--- src/rtl/fx_pkg.sv ---
// fx_pkg: types and constants shared by the FX chain output stage.
package fx_pkg;

  // Default channel sample width of the FX chain
  localparam int FX_DATA_W = 16;

  // Stereo frame as carried on the FX audio buses: [0]=left, [1]=right
  typedef logic [1:0][FX_DATA_W-1:0] stereo_t;

  // Serializer states
  typedef enum logic [1:0] {
    ST_IDLE  = 2'd0,
    ST_LEFT  = 2'd1,
    ST_RIGHT = 2'd2
  } i2s_state_t;

  // Channel indices into a stereo frame
  localparam int CH_LEFT  = 0;
  localparam int CH_RIGHT = 1;

endpackage

--- src/rtl/i2s_bclk_gen.sv ---
// i2s_bclk_gen: divides clk down to the I2S bit clock. It produces a fall
// strobe on the clk cycle where BCLK goes low, which is when the serializer
// updates LRCLK and SDATA. While disabled the divider is frozen and BCLK is
// held low. force_fall restarts the divider from zero with BCLK low, so the
// first rise comes CLK_DIV clk cycles after the idle exit.
module i2s_bclk_gen #(
  parameter int CLK_DIV = 4
) (
  input  logic clk,
  input  logic reset,
  input  logic en,
  input  logic force_fall,
  output logic bclk,
  output logic fall
);

  localparam int DIV_W = (CLK_DIV > 1) ? $clog2(CLK_DIV) : 1;
  localparam logic [DIV_W-1:0] DIV_LAST = DIV_W'(CLK_DIV - 1);

  logic [DIV_W-1:0] div;
  logic tick;
  logic rise;

  assign tick = en && (div == DIV_LAST);
  assign fall = tick && bclk;
  assign rise = tick && !bclk;

  // Divider and BCLK register: toggle BCLK every CLK_DIV enabled cycles
  always_ff @(posedge clk or posedge reset) begin
    if (reset) begin
      div  <= '0;
      bclk <= 1'b0;
    end else if (force_fall) begin
      div  <= '0;
      bclk <= 1'b0;
    end else if (fall) begin
      div  <= '0;
      bclk <= 1'b0;
    end else if (rise) begin
      div  <= '0;
      bclk <= 1'b1;
    end else if (en) begin
      div <= div + DIV_W'(1);
    end
  end

endmodule

--- src/rtl/fx_i2s_tx.sv ---
// fx_i2s_tx: stereo Philips I2S transmitter at the end of the FX chain.
// A frame arrives through a valid/ready handshake into a holding register,
// is moved to a shadow register at the start of each left slot and shifted
// out MSB first one BCLK after each LRCLK edge.
// Build option FX_I2S_TX_MUTE_ON_UNDERRUN_EN: when defined, an underrun
// loads a silent frame; otherwise the previous frame is repeated.
module fx_i2s_tx
  import fx_pkg::*;
#(
  parameter int DATA_W  = 16,
  parameter int SLOT_W  = 32,
  parameter int CLK_DIV = 4
) (
  input  logic                   clk,
  input  logic                   reset,
  input  logic [1:0][DATA_W-1:0] audio_in,
  input  logic                   in_valid,
  output logic                   in_ready,
  output logic                   i2s_bclk,
  output logic                   i2s_lrclk,
  output logic                   i2s_sdata,
  output logic                   underrun
);

  localparam int BIT_W = $clog2(SLOT_W);
  localparam logic [BIT_W-1:0] BIT_LAST = BIT_W'(SLOT_W - 1);

  i2s_state_t state;
  logic [BIT_W-1:0] bit_idx;
  logic hold_full;
  logic [1:0][DATA_W-1:0] hold_data;
  logic [1:0][DATA_W-1:0] shadow;
  logic [1:0][DATA_W-1:0] next_shadow;
  logic [DATA_W-1:0] shreg;
  logic bclk_fall;
  logic force_fall;
  logic fall_ev;
  logic en;
  logic accept;
  logic slot_end;
  logic frame_load;

  assign in_ready   = ~hold_full;
  assign accept     = in_valid && ~hold_full;
  assign en         = (state != ST_IDLE);
  assign force_fall = (state == ST_IDLE) && hold_full;
  assign fall_ev    = bclk_fall || force_fall;
  assign slot_end   = (bit_idx == BIT_LAST);
  assign frame_load = force_fall || (bclk_fall && (state == ST_RIGHT) && slot_end);

  i2s_bclk_gen #(
    .CLK_DIV (CLK_DIV)
  ) u_bclk_gen (
    .clk        (clk),
    .reset      (reset),
    .en         (en),
    .force_fall (force_fall),
    .bclk       (i2s_bclk),
    .fall       (bclk_fall)
  );

  // Frame chosen at a frame load: the waiting frame, or the underrun fallback
  always_comb begin
    next_shadow = shadow;
    if (hold_full) begin
      next_shadow = hold_data;
    end else begin
`ifdef FX_I2S_TX_MUTE_ON_UNDERRUN_EN
      next_shadow = '0;
`else
      next_shadow = shadow;
`endif
    end
  end

  // Holding register: filled by the handshake, freed by a frame load
  always_ff @(posedge clk or posedge reset) begin
    if (reset) begin
      hold_full <= 1'b0;
      hold_data <= '0;
    end else if (frame_load && hold_full) begin
      hold_full <= 1'b0;
    end else if (accept) begin
      hold_full <= 1'b1;
      hold_data <= audio_in;
    end
  end

  // Slot sequencer and serializer, advanced on every BCLK fall event
  always_ff @(posedge clk or posedge reset) begin
    if (reset) begin
      state     <= ST_IDLE;
      bit_idx   <= '0;
      i2s_lrclk <= 1'b0;
      i2s_sdata <= 1'b0;
      shadow    <= '0;
      shreg     <= '0;
      underrun  <= 1'b0;
    end else begin
      underrun <= 1'b0;
      if (fall_ev) begin
        if (frame_load) begin
          state     <= ST_LEFT;
          bit_idx   <= '0;
          i2s_lrclk <= 1'b0;
          i2s_sdata <= 1'b0;
          shadow    <= next_shadow;
          shreg     <= next_shadow[CH_LEFT];
          underrun  <= ~hold_full;
        end else if (slot_end) begin
          state     <= ST_RIGHT;
          bit_idx   <= '0;
          i2s_lrclk <= 1'b1;
          i2s_sdata <= 1'b0;
          shreg     <= shadow[CH_RIGHT];
        end else begin
          bit_idx   <= bit_idx + BIT_W'(1);
          i2s_sdata <= shreg[DATA_W-1];
          shreg     <= {shreg[DATA_W-2:0], 1'b0};
        end
      end
    end
  end

endmodule
--- config.mk ---
export PLATFORM = sky130hd
export DESIGN_NAME = fx_i2s_tx
export DESIGN_NICKNAME = d
export VERILOG_FILES = /design/src/rtl/fx_pkg.sv /design/src/rtl/i2s_bclk_gen.sv /design/src/rtl/fx_i2s_tx.sv
export SDC_FILE = /design/constraint.sdc
export NUM_CORES = 1
export LEC_CHECK = 0
export ABC_AREA = 1
export ABC_CLOCK_PERIOD_IN_PS = 6400
export CAP_MARGIN = 20
export CORE_MARGIN = 1.5
export CORE_UTILIZATION = 40
export CTS_BUF_LIST = sky130_fd_sc_hd__clkbuf_4
export DETAILED_ROUTE_END_ITERATION = 7
export SLEW_MARGIN = 25
export SYNTH_ARGS = -nofsm -noshare
export SYNTH_HDL_FRONTEND = slang
export SYNTH_SLANG_ARGS = --single-unit
--- constraint.sdc ---
create_clock -name clk -period 6.4 [get_ports clk]
set_clock_uncertainty 0.15 [all_clocks]
set_input_delay 0.64 -clock clk [delete_from_list [all_inputs] [get_ports clk]]
set_output_delay 0.64 -clock clk [all_outputs]
set_load 0.01 [all_outputs]
==> results.md <==
- Status: finished, final reports clean
- Worst slew margin: roughly two fifths
- CP Capture Type: flop
- Multi-input gate area: about 1500 sq um
- Initial DRC count: roughly 150
- Reg2Reg Setup Slack: roughly 3200 ps
- Area contributors post-synth: dfrtp_1, nand2_1, inv_1
- VDD IR max: between 0.00015 and 0.0002 V
- Port bufs: 39
- Grt ovf: 0
- Initial core utilization: 40.8%
- Die Ht: about 110 um
- Mapped cell area: about 4200 sq um
- Post-synth EDFFs: 0
- Post-cts resize count: 0
- Count of cell types in the netlist: 25
- Total track usage: between 10% and 20%
- Sequential share of the synthesized area: between 50% and 60%
- Drt drc: 0
- Ant diodes: 0
- WP data arrival: 3350 ps
- Asr flop ratio synth: 100%
- Synth cell count leaders: nand2_1, dfrtp_1, inv_1
- Antenna violations before repair: 0
- Fmax: 0.314 GHz
- Post-synthesis area per instance: 8.95 sq um
- CP startpoint kind: flop
- Total Negative Setup Slacks: 0 ps
- Nets: between 500 and 600
- Pins Over Slew Limit: 0
- Yosys warns: 0
- CTS Hold Bufs: 0
- Max-Cap Viols: 0
- CTS root buf: clkbuf_4
- Core ar.: between 10000 and 15000 sq um
- Top cell type's share of synthesized area: a little under three fifths
- Static Leak: 2.24 nW
- Largest net degree at the start of global routing: between 60 and 70
- Filler Cell Count: 1024
- Switching share of total power: between 30% and 40%
- Seq pwr share: 47.8%
- H-tree levels: 3
- Post-DP HPWL: 5150 um
- Antenna viol nets, final: 0
- Critical Path Fanout Max: 34
- Hold WC Path Type: reg -> reg
- Die area: approximately 11000 sq um
- Reg clk slew, reported paths: 120 ps
- Critical Path RT: around 6600 ps
- Rows: 37
- CTS tree: yes
- Longest Clk Path Bufs: 2
- Comb pwr share: roughly 37%
- Synth Instances: around 470
- Total internal power: between 1 and 1.5 mW
- Storage cell area: 2330 sq um
- Final Wtd Congestion: between 0.7 and 0.8
- Worst setup path class: reg -> reg
- Vias in the first global route: roughly 3000
- Cell with the most instances after synthesis: nand2_1
- Slew @ Worst Pin: around 870 ps
- Min Clock Period, post-route: 3180 ps
- Psw: 0.771 mW
- Most area-hungry cell type in the Yosys netlist: dfrtp_1
- Length of the first detailed-routing pass in iterations: 5
- Overall Power: between 1.5 and 2 mW
- Final Hold Viols: 0
- Clock Sinks: between 90 and 100
- Period utilisation layout: roughly half
- Area delta synth->final: 13.4%
- RSZ-0062 raised after global routing: false
- Commonest register cell after synthesis: dfrtp_1
- I/O pin count: 40
- Die X: around 110 um
- Layout cells sized above 1: approximately 12%
- Power share of the clock group: approximately 15%
- Routed vias: between 3000 and 4000
- Syn_nets: between 500 and 600
- WL final: 7990 um
- Avg WL per Cell: 12.6 um
- Drt via density: about 4.7
- Power per cell area: 421 nW/um^2
- Post-CTS Setup Bufs: 0
- Num CTS Buffers: 9
- Final setup vio count: 0
- Yosys reg bits: 93
- Latest clock arrival within the worst-skew pair: around 440 ps
- First-pass GRT wire length: 13800 um
## kinds of logic after synthesis
kind of cell    after synthesis  synth area share, %
xor+xnor                      1                0.210
flops                        93                 55.8
compound gates              101                 14.7
simple gates                185                 19.3
buf+inv                      81                 8.64
mux                           2                0.540
fa+ha+maj                     3                0.900
## flip-flops by register name, summed over array words and instances (netlist names)
register and flops:
bit_idx 5, hold_data 32, hold_full 1, i2s_lrclk 1, i2s_sdata 1, shadow 32, shreg 16, state 1
u_bclk_gen.bclk 1, u_bclk_gen.div 2, underrun 1
## power groups by stage
stage | registers (mW) | logic (mW) | clock network [mW]
after floorplan | 0.925 | 0.623 | 0
after global placement | 0.956 | 0.715 | 0
after detailed placement | 0.966 | 0.743 | 0
after CTS | 0.952 | 0.748 | 0.323
after global routing | 0.980 | 0.846 | 0.345
final | 0.952 | 0.733 | 0.305
## worst paths after layout
kind                            cells after the start              startpoint                        end
worst max-delay path                                9  bit_idx[1]$_DFFE_PP0N_     shadow[31]$_DFFE_PP0P_
worst min-delay path                                2   shadow[3]$_DFFE_PP0P_      shadow[3]$_DFFE_PP0P_
worst max register to register                      9  bit_idx[1]$_DFFE_PP0N_     shadow[31]$_DFFE_PP0P_
worst min register to register                      2   shadow[3]$_DFFE_PP0P_      shadow[3]$_DFFE_PP0P_
max in group asynchronous                           3                   reset   hold_data[1]$_DFFE_PP0P_
min in group asynchronous                           2                   reset  hold_data[14]$_DFFE_PP0P_
## through the flow
step           utilization [%]  hold WS (ps)  std cells  cell area (sq um)  worst slack [ps]
2_1_floorplan                -           292        466               4170              3190
3_3_place_gp              44.9           303        618               4600              3070
3_5_place_dp              45.0           308        618               4600              2910
4_1_cts                   46.2           341        634               4730              2880
5_1_grt                   46.3           368        634               4730              2950
6_report                  46.3           339        634               4730              3220
## worst max-delay path, stage by stage, from the launching register on
cell     delay [ps]
dfrtp_1         400
ha_1            170
inv_1            50
nor3_1          190
ha_2            580
inv_2           150
o21ai_4         560
nand3_4         520
nand2_1         220
o21ai_2          60
## metal layers
metal  global-route usage [%]  vias to the layer above  part of all wire, %
met5                        0                        -                    0
met3                     3.31                       10                  3.6
met4                     7.05                        0                  2.0
li1                         -                     1542                    -
met2                     24.3                       53                   44
met1                     21.5                     1397                   51
## cell type report
type	instances	share of cell area (%)
clock buffer	10	1.59
clock inverter	6	1.14
inverter	57	4.55
multi-input combinational	292	31.5
sequential	93	49.2
tap	136	3.60
timing repair buffer	40	8.41
## cells in the final DEF, fill, tap and decap left out
cell and count:
xor2_1 1, ha_1 2, o21ai_2 17, nand2_1 105, clkinv_1 3, nand3_4 1
o21ai_0 36, a21oi_1 34, bufinv_16 1, nor2_2 1, mux2_2 2, dfrtp_1 93
nand2_2 14, clkdlybuf4s50_1 39, nor3_1 1, nand3_1 22, clkbuf_4 10, clkinvlp_4 1
inv_1 54, ha_2 1, clkinv_2 2, nor2_1 35, o21ai_4 1, o211ai_1 13
buf_4 1, nand2_4 3, nand3_2 1, or2_2 2, inv_2 2
Note: power is estimated with default switching activity, not from simulation.
